`config.mk`:
```
export PLATFORM = sky130hd
export DESIGN_NAME = dmem_arbiter
export DESIGN_NICKNAME = d
export VERILOG_FILES = /design/src/rtl/dmem_arbiter_pkg.sv /design/src/rtl/dmem_addr_check.sv /design/src/rtl/dmem_arbiter.sv
export SDC_FILE = /design/constraint.sdc
export NUM_CORES = 1
export LEC_CHECK = 0
export BUFFER_PORTS_ARGS = -buffer_cell sky130_fd_sc_hd__buf_4
export CORE_AREA = 2 2 117 119
export CTS_CLUSTER_DIAMETER = 100
export CTS_CLUSTER_SIZE = 25
export DETAILED_ROUTE_END_ITERATION = 8
export DIE_AREA = 0 0 119 121
export GPL_ROUTABILITY_DRIVEN = 0
export HOLD_SLACK_MARGIN = 0.02
export PLACE_DENSITY = 0.72
export SLEW_MARGIN = 20
export SYNTH_ARGS = -nofsm -noshare
export SYNTH_HDL_FRONTEND = slang
export SYNTH_SLANG_ARGS = --single-unit
export TNS_END_PERCENT = 10
```
`constraint.sdc`:
```
create_clock -name clk -period 2.2 [get_ports clk]
set_input_delay 0.11 -clock clk [delete_from_list [all_inputs] [get_ports clk]]
set_output_delay 0.11 -clock clk [all_outputs]
set_load 0.01 [all_outputs]
```
`src/rtl/dmem_arbiter_pkg.sv`:
```
// Shared definitions for the data-memory arbiter: FSM encodings, requester IDs, window defaults.
package dmem_arbiter_pkg;

  typedef enum logic [1:0] {
    ST_ARB  = 2'd0,
    ST_OWN0 = 2'd1,
    ST_OWN1 = 2'd2
  } arb_state_t;

  localparam logic ID_M0 = 1'b0;
  localparam logic ID_M1 = 1'b1;

  localparam int unsigned DMEM_BASE_WORD = 268500992;
  localparam int unsigned DMEM_DEPTH     = 480;
  localparam int unsigned DMEM_BURST_MAX = 16;

endpackage

```
`src/rtl/dmem_addr_check.sv`:
```
// Combinational window check: flags misaligned or out-of-window byte addresses.
module dmem_addr_check
  import dmem_arbiter_pkg::*;
#(
  parameter int unsigned BASE_WORD   = DMEM_BASE_WORD,
  parameter int unsigned DEPTH_WORDS = DMEM_DEPTH
) (
  input  logic [31:0] addr,
  output logic        err
);

  localparam logic [29:0] BASE  = BASE_WORD[29:0];
  // One extra bit so BASE+DEPTH near the top of the word space cannot wrap.
  localparam logic [30:0] LIMIT = {1'b0, BASE} + 31'(DEPTH_WORDS);

  assign err = (addr[1:0] != 2'b00)
            || (addr[31:2] < BASE)
            || ({1'b0, addr[31:2]} >= LIMIT);

endmodule

```
`src/rtl/dmem_arbiter.sv`:
```
// Round-robin arbiter with M1/M0 locked bursts in front of a single-port data memory.
// Grant is combinational; the response (rvalid/rdata/err) is registered one cycle later.
module dmem_arbiter
  import dmem_arbiter_pkg::*;
#(
  parameter int unsigned BASE_WORD   = DMEM_BASE_WORD,
  parameter int unsigned DEPTH_WORDS = DMEM_DEPTH,
  parameter int unsigned BURST_MAX   = DMEM_BURST_MAX
) (
  input  logic        clk,
  input  logic        reset_n,
  input  logic        m0_req,
  input  logic        m0_we,
  input  logic        m0_lock,
  input  logic [31:0] m0_addr,
  input  logic [31:0] m0_wdata,
  output logic        m0_gnt,
  output logic        m0_rvalid,
  output logic [31:0] m0_rdata,
  output logic        m0_err,
  input  logic        m1_req,
  input  logic        m1_we,
  input  logic        m1_lock,
  input  logic [31:0] m1_addr,
  input  logic [31:0] m1_wdata,
  output logic        m1_gnt,
  output logic        m1_rvalid,
  output logic [31:0] m1_rdata,
  output logic        m1_err,
  output logic        mem_we,
  output logic [31:0] mem_addr,
  output logic [31:0] mem_wdata,
  input  logic [31:0] mem_rdata
);

  localparam int unsigned CW = $clog2(BURST_MAX + 1);
  localparam logic [CW-1:0] CNT_MAX  = CW'(BURST_MAX);
  localparam logic [CW-1:0] CNT_LAST = CW'(BURST_MAX - 1);

  arb_state_t    state, state_nxt;
  logic          rr_last, rr_nxt;
  logic [CW-1:0] burst_cnt, burst_nxt;
  logic          any_gnt, win, win_we, win_lock, addr_err, own_req;

  // Grants are held off while reset is asserted so no access retires then.
  always_comb begin
    m0_gnt = 1'b0;
    m1_gnt = 1'b0;
    if (reset_n) begin
      case (state)
        ST_ARB: begin
          if (m0_req && m1_req) begin
            m0_gnt = (rr_last == ID_M1);
            m1_gnt = (rr_last == ID_M0);
          end else begin
            m0_gnt = m0_req;
            m1_gnt = m1_req;
          end
        end
        ST_OWN0: m0_gnt = m0_req;
        ST_OWN1: m1_gnt = m1_req;
        default: ;
      endcase
    end
  end

  assign any_gnt   = m0_gnt | m1_gnt;
  assign win       = m1_gnt ? ID_M1 : ID_M0;
  assign mem_addr  = m1_gnt ? m1_addr  : m0_addr;
  assign mem_wdata = m1_gnt ? m1_wdata : m0_wdata;
  assign win_we    = m1_gnt ? m1_we    : m0_we;
  assign win_lock  = m1_gnt ? m1_lock  : m0_lock;
  assign mem_we    = any_gnt && win_we && !addr_err;

  dmem_addr_check #(
    .BASE_WORD   (BASE_WORD),
    .DEPTH_WORDS (DEPTH_WORDS)
  ) u_addr_check (
    .addr (mem_addr),
    .err  (addr_err)
  );

  always_comb begin
    state_nxt = state;
    burst_nxt = burst_cnt;
    rr_nxt    = any_gnt ? win : rr_last;
    own_req   = (state == ST_OWN1) ? m1_req : m0_req;
    case (state)
      ST_ARB: begin
        if (any_gnt && win_lock && !addr_err) begin
          state_nxt = m1_gnt ? ST_OWN1 : ST_OWN0;
          burst_nxt = CW'(1);
        end
      end
      ST_OWN0, ST_OWN1: begin
        // A grant at CNT_LAST is the BURST_MAX-th in a row, so ownership ends with it.
        if (!own_req || burst_cnt == CNT_MAX || !win_lock || addr_err
            || burst_cnt == CNT_LAST) begin
          state_nxt = ST_ARB;
          burst_nxt = '0;
        end else begin
          burst_nxt = burst_cnt + CW'(1);
        end
      end
      default: begin
        state_nxt = ST_ARB;
        burst_nxt = '0;
      end
    endcase
  end

  always_ff @(posedge clk or negedge reset_n) begin
    if (!reset_n) begin
      state     <= ST_ARB;
      rr_last   <= ID_M1;
      burst_cnt <= '0;
      m0_rvalid <= 1'b0;
      m0_err    <= 1'b0;
      m0_rdata  <= '0;
      m1_rvalid <= 1'b0;
      m1_err    <= 1'b0;
      m1_rdata  <= '0;
    end else begin
      state     <= state_nxt;
      rr_last   <= rr_nxt;
      burst_cnt <= burst_nxt;
      m0_rvalid <= m0_gnt;
      m0_err    <= m0_gnt && addr_err;
      m0_rdata  <= (m0_gnt && !win_we && !addr_err) ? mem_rdata : '0;
      m1_rvalid <= m1_gnt;
      m1_err    <= m1_gnt && addr_err;
      m1_rdata  <= (m1_gnt && !win_we && !addr_err) ? mem_rdata : '0;
    end
  end

endmodule
```
After elaboration in Yosys (flattened, before gate mapping)
Cells that the tools add are included.
{"block": "totals", "out_inout_bits": 135, "reg_bits": 76, "word_cells": 66}
{"block": "op_classes", "eq_ne": 6, "bitwise_logic": 2, "muxes": 21, "magnitude_cmp": 2, "n_addsub": 1, "n_reduce_logical": 25}
{"op": "32-bit two-way mux", "n": 4}
{"op": "30-bit by 29-bit greater-or-equal comparator with 1-bit output, second input constant", "n": 1}
{"op": "30-bit by 29-bit less-than comparator with 1-bit output, second input constant", "n": 1}
{"op": "1-bit logical AND", "n": 11}
{"op": "5-bit two-way mux", "n": 2}
{"op": "5-bit one-hot mux with 2 select lines", "n": 1}
{"op": "1-bit two-way mux", "n": 8}
{"op": "1-bit logical OR", "n": 6}
{"op": "2-bit two-way mux", "n": 3}
{"op": "5-bit by 1-bit adder with 5-bit output, second input constant", "n": 1}
{"op": "5-bit by 4-bit == test with 1-bit output, second input constant", "n": 1}
{"op": "5-bit == test, second input constant", "n": 1}
{"op": "1-bit zero test", "n": 4}
{"op": "2-bit != test, second input constant", "n": 2}
{"op": "1-bit one-hot mux with 2 select lines", "n": 2}
{"op": "2-bit one-hot mux with 2 select lines", "n": 1}
{"op": "2-bit by 1-bit == test with 1-bit output, second input constant", "n": 1}
{"op": "2-bit == test, second input constant", "n": 1}
{"op": "2-bit zero test", "n": 1}
{"op": "2-bit AND reduction", "n": 1}
{"op": "2-bit nonzero test", "n": 1}
{"op": "2-bit OR reduction", "n": 1}
{"op": "1-bit NOT", "n": 1}
{"op": "1-bit OR", "n": 1}

Longest topological paths before layout
{"block": "depth", "depth_word": 12, "ltp_mapped": 11, "ltp_nobuf": 9}

Cells and area by module
From an unflattened synthesis, not the netlist that was laid out.
{"block": "hier_totals", "cells_unflattened": 423, "area_unflattened_um2": 3622.2}
{"module": "dmem_arbiter", "seq_area_each_um2": 1903.1, "area_per_inst_um2": 3559.7, "cells_per_inst": 414, "instances": 1}
{"module": "dmem_addr_check", "seq_area_each_um2": 0.0, "area_per_inst_um2": 62.6, "cells_per_inst": 9, "instances": 1}

Worst setup path before layout
Ideal clock, no wire load.
{"block": "synth_path", "path_kind": "reg2reg", "from": "reg state[0]", "to": "reg m0_rdata[10]", "slack_ns": -0.108, "path_stages_with_launch": 12, "t_required_ns": 2.134, "setup_time_ns": 0.066, "arrival_ns": 2.242, "synth_period_minus_slack_ns": 2.308, "cell_sequence": "dfrtp_1 -> inv_1 -> ha_1 -> o211ai_2 -> or2_1 -> buf_4 -> inv_2 -> nor3_1 -> o21ai_2 -> nor4b_4 -> buf_4 -> and2_1"}
{"block": "synth_via", "elab_chain_len": 10, "word_cells_on_any_way": 19}
{"item": "start, declared", "line": "dmem_arbiter.sv:40", "source": "arb_state_t state, state_nxt;"}
{"item": "start signal, assigned", "line": "dmem_arbiter.sv:124", "source": "state <= state_nxt;"}
{"item": "2-bit == test or 2-bit zero test (tied branches)", "line": "dmem_arbiter.sv:50", "source": "case (state)"}
{"item": "1-bit one-hot mux with 2 select lines", "line": "dmem_arbiter.sv:50"}
{"item": "1-bit two-way mux", "line": "dmem_arbiter.sv:49", "source": "if (reset_n) begin"}
{"item": "32-bit two-way mux", "line": "dmem_arbiter.sv:69", "source": "assign mem_addr = m1_gnt ? m1_addr : m0_addr;"}
{"item": "30-bit by 29-bit less-than comparator with 1-bit output or 2-bit nonzero test (tied branches)", "line": "dmem_addr_check.sv:17, dmem_addr_check.sv:16"}
{"item": "1-bit logical OR", "line": "dmem_addr_check.sv:17", "source": "|| (addr[31:2] < BASE)"}
{"item": "1-bit logical OR", "line": "dmem_addr_check.sv:18", "source": "|| ({1'b0, addr[31:2]} >= LIMIT);"}
{"item": "1-bit zero test", "line": "dmem_arbiter.sv:129", "source": "m0_rdata <= (m0_gnt && !win_we && !addr_err) ? mem_rdata : '0;"}
{"item": "1-bit logical AND (*)", "line": "dmem_arbiter.sv:129"}
{"item": "32-bit two-way mux (*)", "line": "dmem_arbiter.sv:129"}
{"item": "end signal, assigned", "line": "dmem_arbiter.sv:129"}
{"item": "end, declared", "line": "dmem_arbiter.sv:19", "source": "output logic [31:0] m0_rdata,"}
Mark *: on every way between the ends. The rest lies on a longest branch, timed or not.
A chain may end at the register's enable or synchronous reset.

Final worst setup path
{"block": "layout_path", "from": "reg state[0]", "to": "out mem_we"}
{"block": "layout_via", "elab_chain_len": 9, "word_cells_on_any_way": 18}
{"item": "2-bit == test or 2-bit zero test (tied branches)", "line": "dmem_arbiter.sv:50"}
{"item": "1-bit one-hot mux with 2 select lines", "line": "dmem_arbiter.sv:50"}
{"item": "1-bit two-way mux", "line": "dmem_arbiter.sv:49"}
{"item": "32-bit two-way mux", "line": "dmem_arbiter.sv:69"}
{"item": "30-bit by 29-bit less-than comparator with 1-bit output or 2-bit nonzero test (tied branches)", "line": "dmem_addr_check.sv:17, dmem_addr_check.sv:16"}
{"item": "1-bit logical OR", "line": "dmem_addr_check.sv:17"}
{"item": "1-bit logical OR", "line": "dmem_addr_check.sv:18"}
{"item": "1-bit zero test", "line": "dmem_arbiter.sv:73", "source": "assign mem_we = any_gnt && win_we && !addr_err;"}
{"item": "1-bit logical AND (*)", "line": "dmem_arbiter.sv:73"}
{"item": "end, declared", "line": "dmem_arbiter.sv:30", "source": "output logic mem_we,"}
Marked as above.

==> results.py <==
metrics = {
    "run_status": {
        "violations_in_the_final_reports": "setup timing",
        "run_status": "finished, violations left",
    },
    "synthesis": {
        "synth_enable_flop_cells": 0,
        "adder_and_majority_gate_portion_of_the_synthesized_area_pct": 2.27,
        "dominantRegCellSynth": "dfrtp_1",
        "synthesis.area_per_instance_um2": 8.47,
        "post_synth_xor_area_fraction_pct": 0,
        "synth-seq-area-share_pct": 49.4,
        "post-synth-top-count-cell": "nand2_1",
        "synthesis.yosys.warnings": 0,
        "synthesis.instances": 455,
        "post_synth_most_frequent_cells": "204 x nand2_1, 75 x dfrtp_1, 65 x and2_1",
        "syn-num-nets": 630,
        "syn_area_um2": 3850,
        "synth_top_family_by_area": "simple AND/OR/NAND/NOR gates",
        "synth.ff_latch_count": 76,
        "yosysUniqueCellTypes": 44,
        "post_synth_and_or_nand_nor_area_fraction_pct": 38.6,
        "synth_top_cell_by_area": "dfrtp_1",
        "synth_top_cell_area_share_pct": 48.7,
        "synth.area.top_cells": "dfrtp_1 49%, nand2_1 20%, and2_1 11%",
        "synth_compound_gate_area_share_pct": 5.68,
        "synthMuxAreaShare_pct": 0.812,
        "synth-async-reset-ratio_pct": 100,
    },
    "finish": {
        "final.fill_count": 1122,
        "syn_to_final_growth_pct": 92.7,
        "design.final.nets": 988,
        "drive_above_1_share_pct": 46.7,
        "total_area_of_sequential_cells_um2": 1900,
        "antenna_cells": 0,
        "multi_input_comb_area_um2": 1920,
    },
    "die": {
        "floorplan.die_area_um2": 14400,
        "core_um2": 13100,
        "initial_cell_density_of_the_core_pct": 29.5,
        "io_pins": 303,
        "die_w_um": 119,
        "core.rowCount": 42,
        "chipHeight_um": 121,
    },
    "timing": {
        "slew_headroom_pct": 39.3,
        "finalWorstPathRequiredPeriod_ns": 2.40,
        "finalSetupViolCount": 136,
        "achievable-frequency_ghz": 0.416,
        "timing.final.hold_violations": 0,
        "finClkSkew_ns": 0.00466,
        "finalSetupTns_ns": -8.42,
        "final_min_period_over_clock_period_pct": 109,
        "finalMaxSlewViolations": 0,
        "final_critical_path_setup_slack_ns": -0.203,
        "unrepaired_setup_endpoints_after_global_routing": "true",
        "timing_worst_slew_pin_value_ns": 0.911,
    },
    "placement": {
        "dp_slack_ns": -0.143,
        "buffer_ports.inserted": 302,
        "dp_hpwl_um": 10600,
    },
    "detailed_routing": {
        "via_count": 4437,
        "via_per_inst": 4.46,
        "number_of_remaining_drc_errors": 0,
        "number_of_violations_reported_at_the_end_of_detailed_routing_iteration_0": 238,
        "drtAntennaViolNets": 0,
        "detail_route.wirelength_um": 15000,
        "drt-pass1-iter-count": 4,
        "wl_per_cell_um": 15.1,
    },
    "flow_run": {
        "cap_violations": 0,
    },
    "global_route": {
        "grt.overflow.total": 0,
        "grtUsageMet2_pct": 37.0,
        "global_route.peak_usage_layer": "met2",
        "grt_pass1_wl_um": 22700,
        "grt_start_max_net_pins": 77,
        "grt_pass1_vias": 4585,
        "grtUsageMet3_pct": 4.18,
        "global_route.usage.total_pct": 20.0,
        "antenna_found_initial": 0,
        "gr-usage-met1_pct": 23.0,
    },
    "power": {
        "ir_drop_mv": 0.290,
        "leakage_nw": 4.09,
        "cellPowerDensity_nw_per_um2": 516,
    },
    "setup_path": {
        "start_kind": "flop",
        "setup.worst_path.end_class": "output port",
        "worst-endpoint-required_ns": 2.09,
        "critical_path_arrival_ns": 2.29,
        "critPathKind": "reg -> out",
        "crit_path_max_fanout": 6,
    },
    "cts": {
        "tritoncts": "yes",
        "clk_pin_slew_ns": 0.06,
        "clkSinkCount": 76,
        "clock_tree.htree_level_count": 3,
        "tritoncts.num_buffers": 9,
        "clock_tree.buffer_depth": 2,
        "cell_at_the_root_of_the_clock_tree": "clkbuf_16",
        "clk_latency_ns": 0.33,
    },
    "min_path": {
        "min-delay-path-class": "in -> reg",
    },
}
area by class of cell:
| class | instances | share of cell area [%] |
|---|---|---|
| sequential | 76 | 25.6 |
| clock inverter | 6 | 0.944 |
| multi-input combinational | 350 | 25.9 |
| tap | 176 | 2.97 |
| inverter | 8 | 0.438 |
| clock buffer | 10 | 3.22 |
| timing repair buffer | 368 | 40.9 |
power breakdown:
part | leakage [nW] | internal (W) | total (W) | switching, W
Sequential | 1.05 | 0.00141 | 0.00141 | 0.00000395
Clock | 0.153 | 0.000919 | 0.00150 | 0.000579
Combinational | 2.88 | 0.000517 | 0.000919 | 0.000402
Total | 4.09 | 0.00284 | 0.00383 | 0.000985
path summary, 6_finish.rpt:
check                                          from                       end  slack [ns]  cells past startpoint
hold reg to reg            burst_cnt[4]$_DFFE_PN0P_  burst_cnt[4]$_DFFE_PN0P_        0.51                      2
setup reg to reg               state[0]$_DFFE_PN0P_    m1_rdata[11]$_DFF_PN0_       -0.10                     10
hold / removal                         mem_rdata[8]     m1_rdata[8]$_DFF_PN0_        0.02                      2
max in group asynchronous                   reset_n      state[1]$_DFFE_PN0P_        1.52                      2
setup / recovery               state[0]$_DFFE_PN0P_                    mem_we       -0.20                     10
min in group asynchronous                   reset_n          m0_err$_DFF_PN0_        0.03                      2
what timing repair did:
item / 4_1_cts / 5_1_grt
setup endpoints to repair: 137 / 137
cloned: 2 / 3
buffers inserted: 3 / 6
endpoints found under the hold margin: 58 / 0
resized for setup: 9 / 16
pin swaps: 4 / 7
hold buffers: 30 / 0
layout by cell type, fill, tap and decap left out, types with 2 or more instances in the layout:
| master | netlist | layout |
|---|---|---|
| nand4b_1 | 2 | 2 |
| o211ai_1 | 4 | 4 |
| nor4_1 | 8 | 8 |
| buf_16 | 0 | 3 |
| dlygate4sd3_1 | 0 | 30 |
| and2_1 | 65 | 65 |
| ha_1 | 7 | 5 |
| buf_6 | 0 | 7 |
| nor3_4 | 1 | 2 |
| nor3_1 | 6 | 5 |
| buf_12 | 0 | 5 |
| nand4_1 | 2 | 2 |
| o21ai_4 | 0 | 2 |
| nand3_1 | 6 | 6 |
| nor2_1 | 4 | 3 |
| nand2_2 | 0 | 4 |
| dfrtp_1 | 75 | 74 |
| clkinv_4 | 0 | 2 |
| a22o_1 | 3 | 3 |
| o21bai_1 | 2 | 2 |
| inv_6 | 0 | 2 |
| buf_4 | 4 | 319 |
| mux2i_1 | 2 | 2 |
| inv_1 | 7 | 5 |
| clkbuf_16 | 0 | 12 |
| o31ai_1 | 2 | 2 |
| inv_2 | 1 | 2 |
| nand2_1 | 204 | 200 |
| nor4b_1 | 6 | 6 |
| a21oi_1 | 4 | 3 |
layer usage:
layer / wire length (um) / share of wire (%)
met5: 0 / 0
met4: 310 / 2.1
met3: 1060 / 7.1
met2: 7720 / 51
met1: 5940 / 40
state kept, by name, indices dropped and copies added (netlist names):
name / cells
m0_rdata: 32
m1_rdata: 32
burst_cnt: 5
state: 2
m0_err: 1
m0_rvalid: 1
m1_err: 1
m1_rvalid: 1
rr_last: 1
cell families after synthesis:
group | after synthesis
and+or+nand+nor | 314
AOI/OAI and AO/OA | 26
muxes | 3
DFF | 76
adders and majority gates | 7
buffers and inverters | 29
metrics by stage:
stage / cell area (um2) / hold WS [ns] / cells / power (W) / util, %
after floorplan: 3930 / -0.186 / 455 / 0.00169 / -
after global placement: 6530 / 0.326 / 934 / 0.00222 / 49.9
after detailed placement: 6530 / 0.329 / 934 / 0.00222 / 49.9
after CTS: 7260 / 0.0220 / 985 / 0.00380 / 55.5
after global routing: 7430 / 0.0231 / 994 / 0.00401 / 56.8
final: 7430 / 0.0200 / 994 / 0.00383 / 56.8
critical path: stages, from the launching register on:
cell and delay [ns]:
dfrtp_1 0.39, inv_2 0.10, ha_4 0.15, and3b_2 0.23, or2_4 0.31, buf_12 0.15, nor3_4 0.17, o21ai_4 0.09
buf_6 0.13, a21oi_2 0.11, buf_4 0.14
Note: power is estimated with default switching activity, not from simulation.
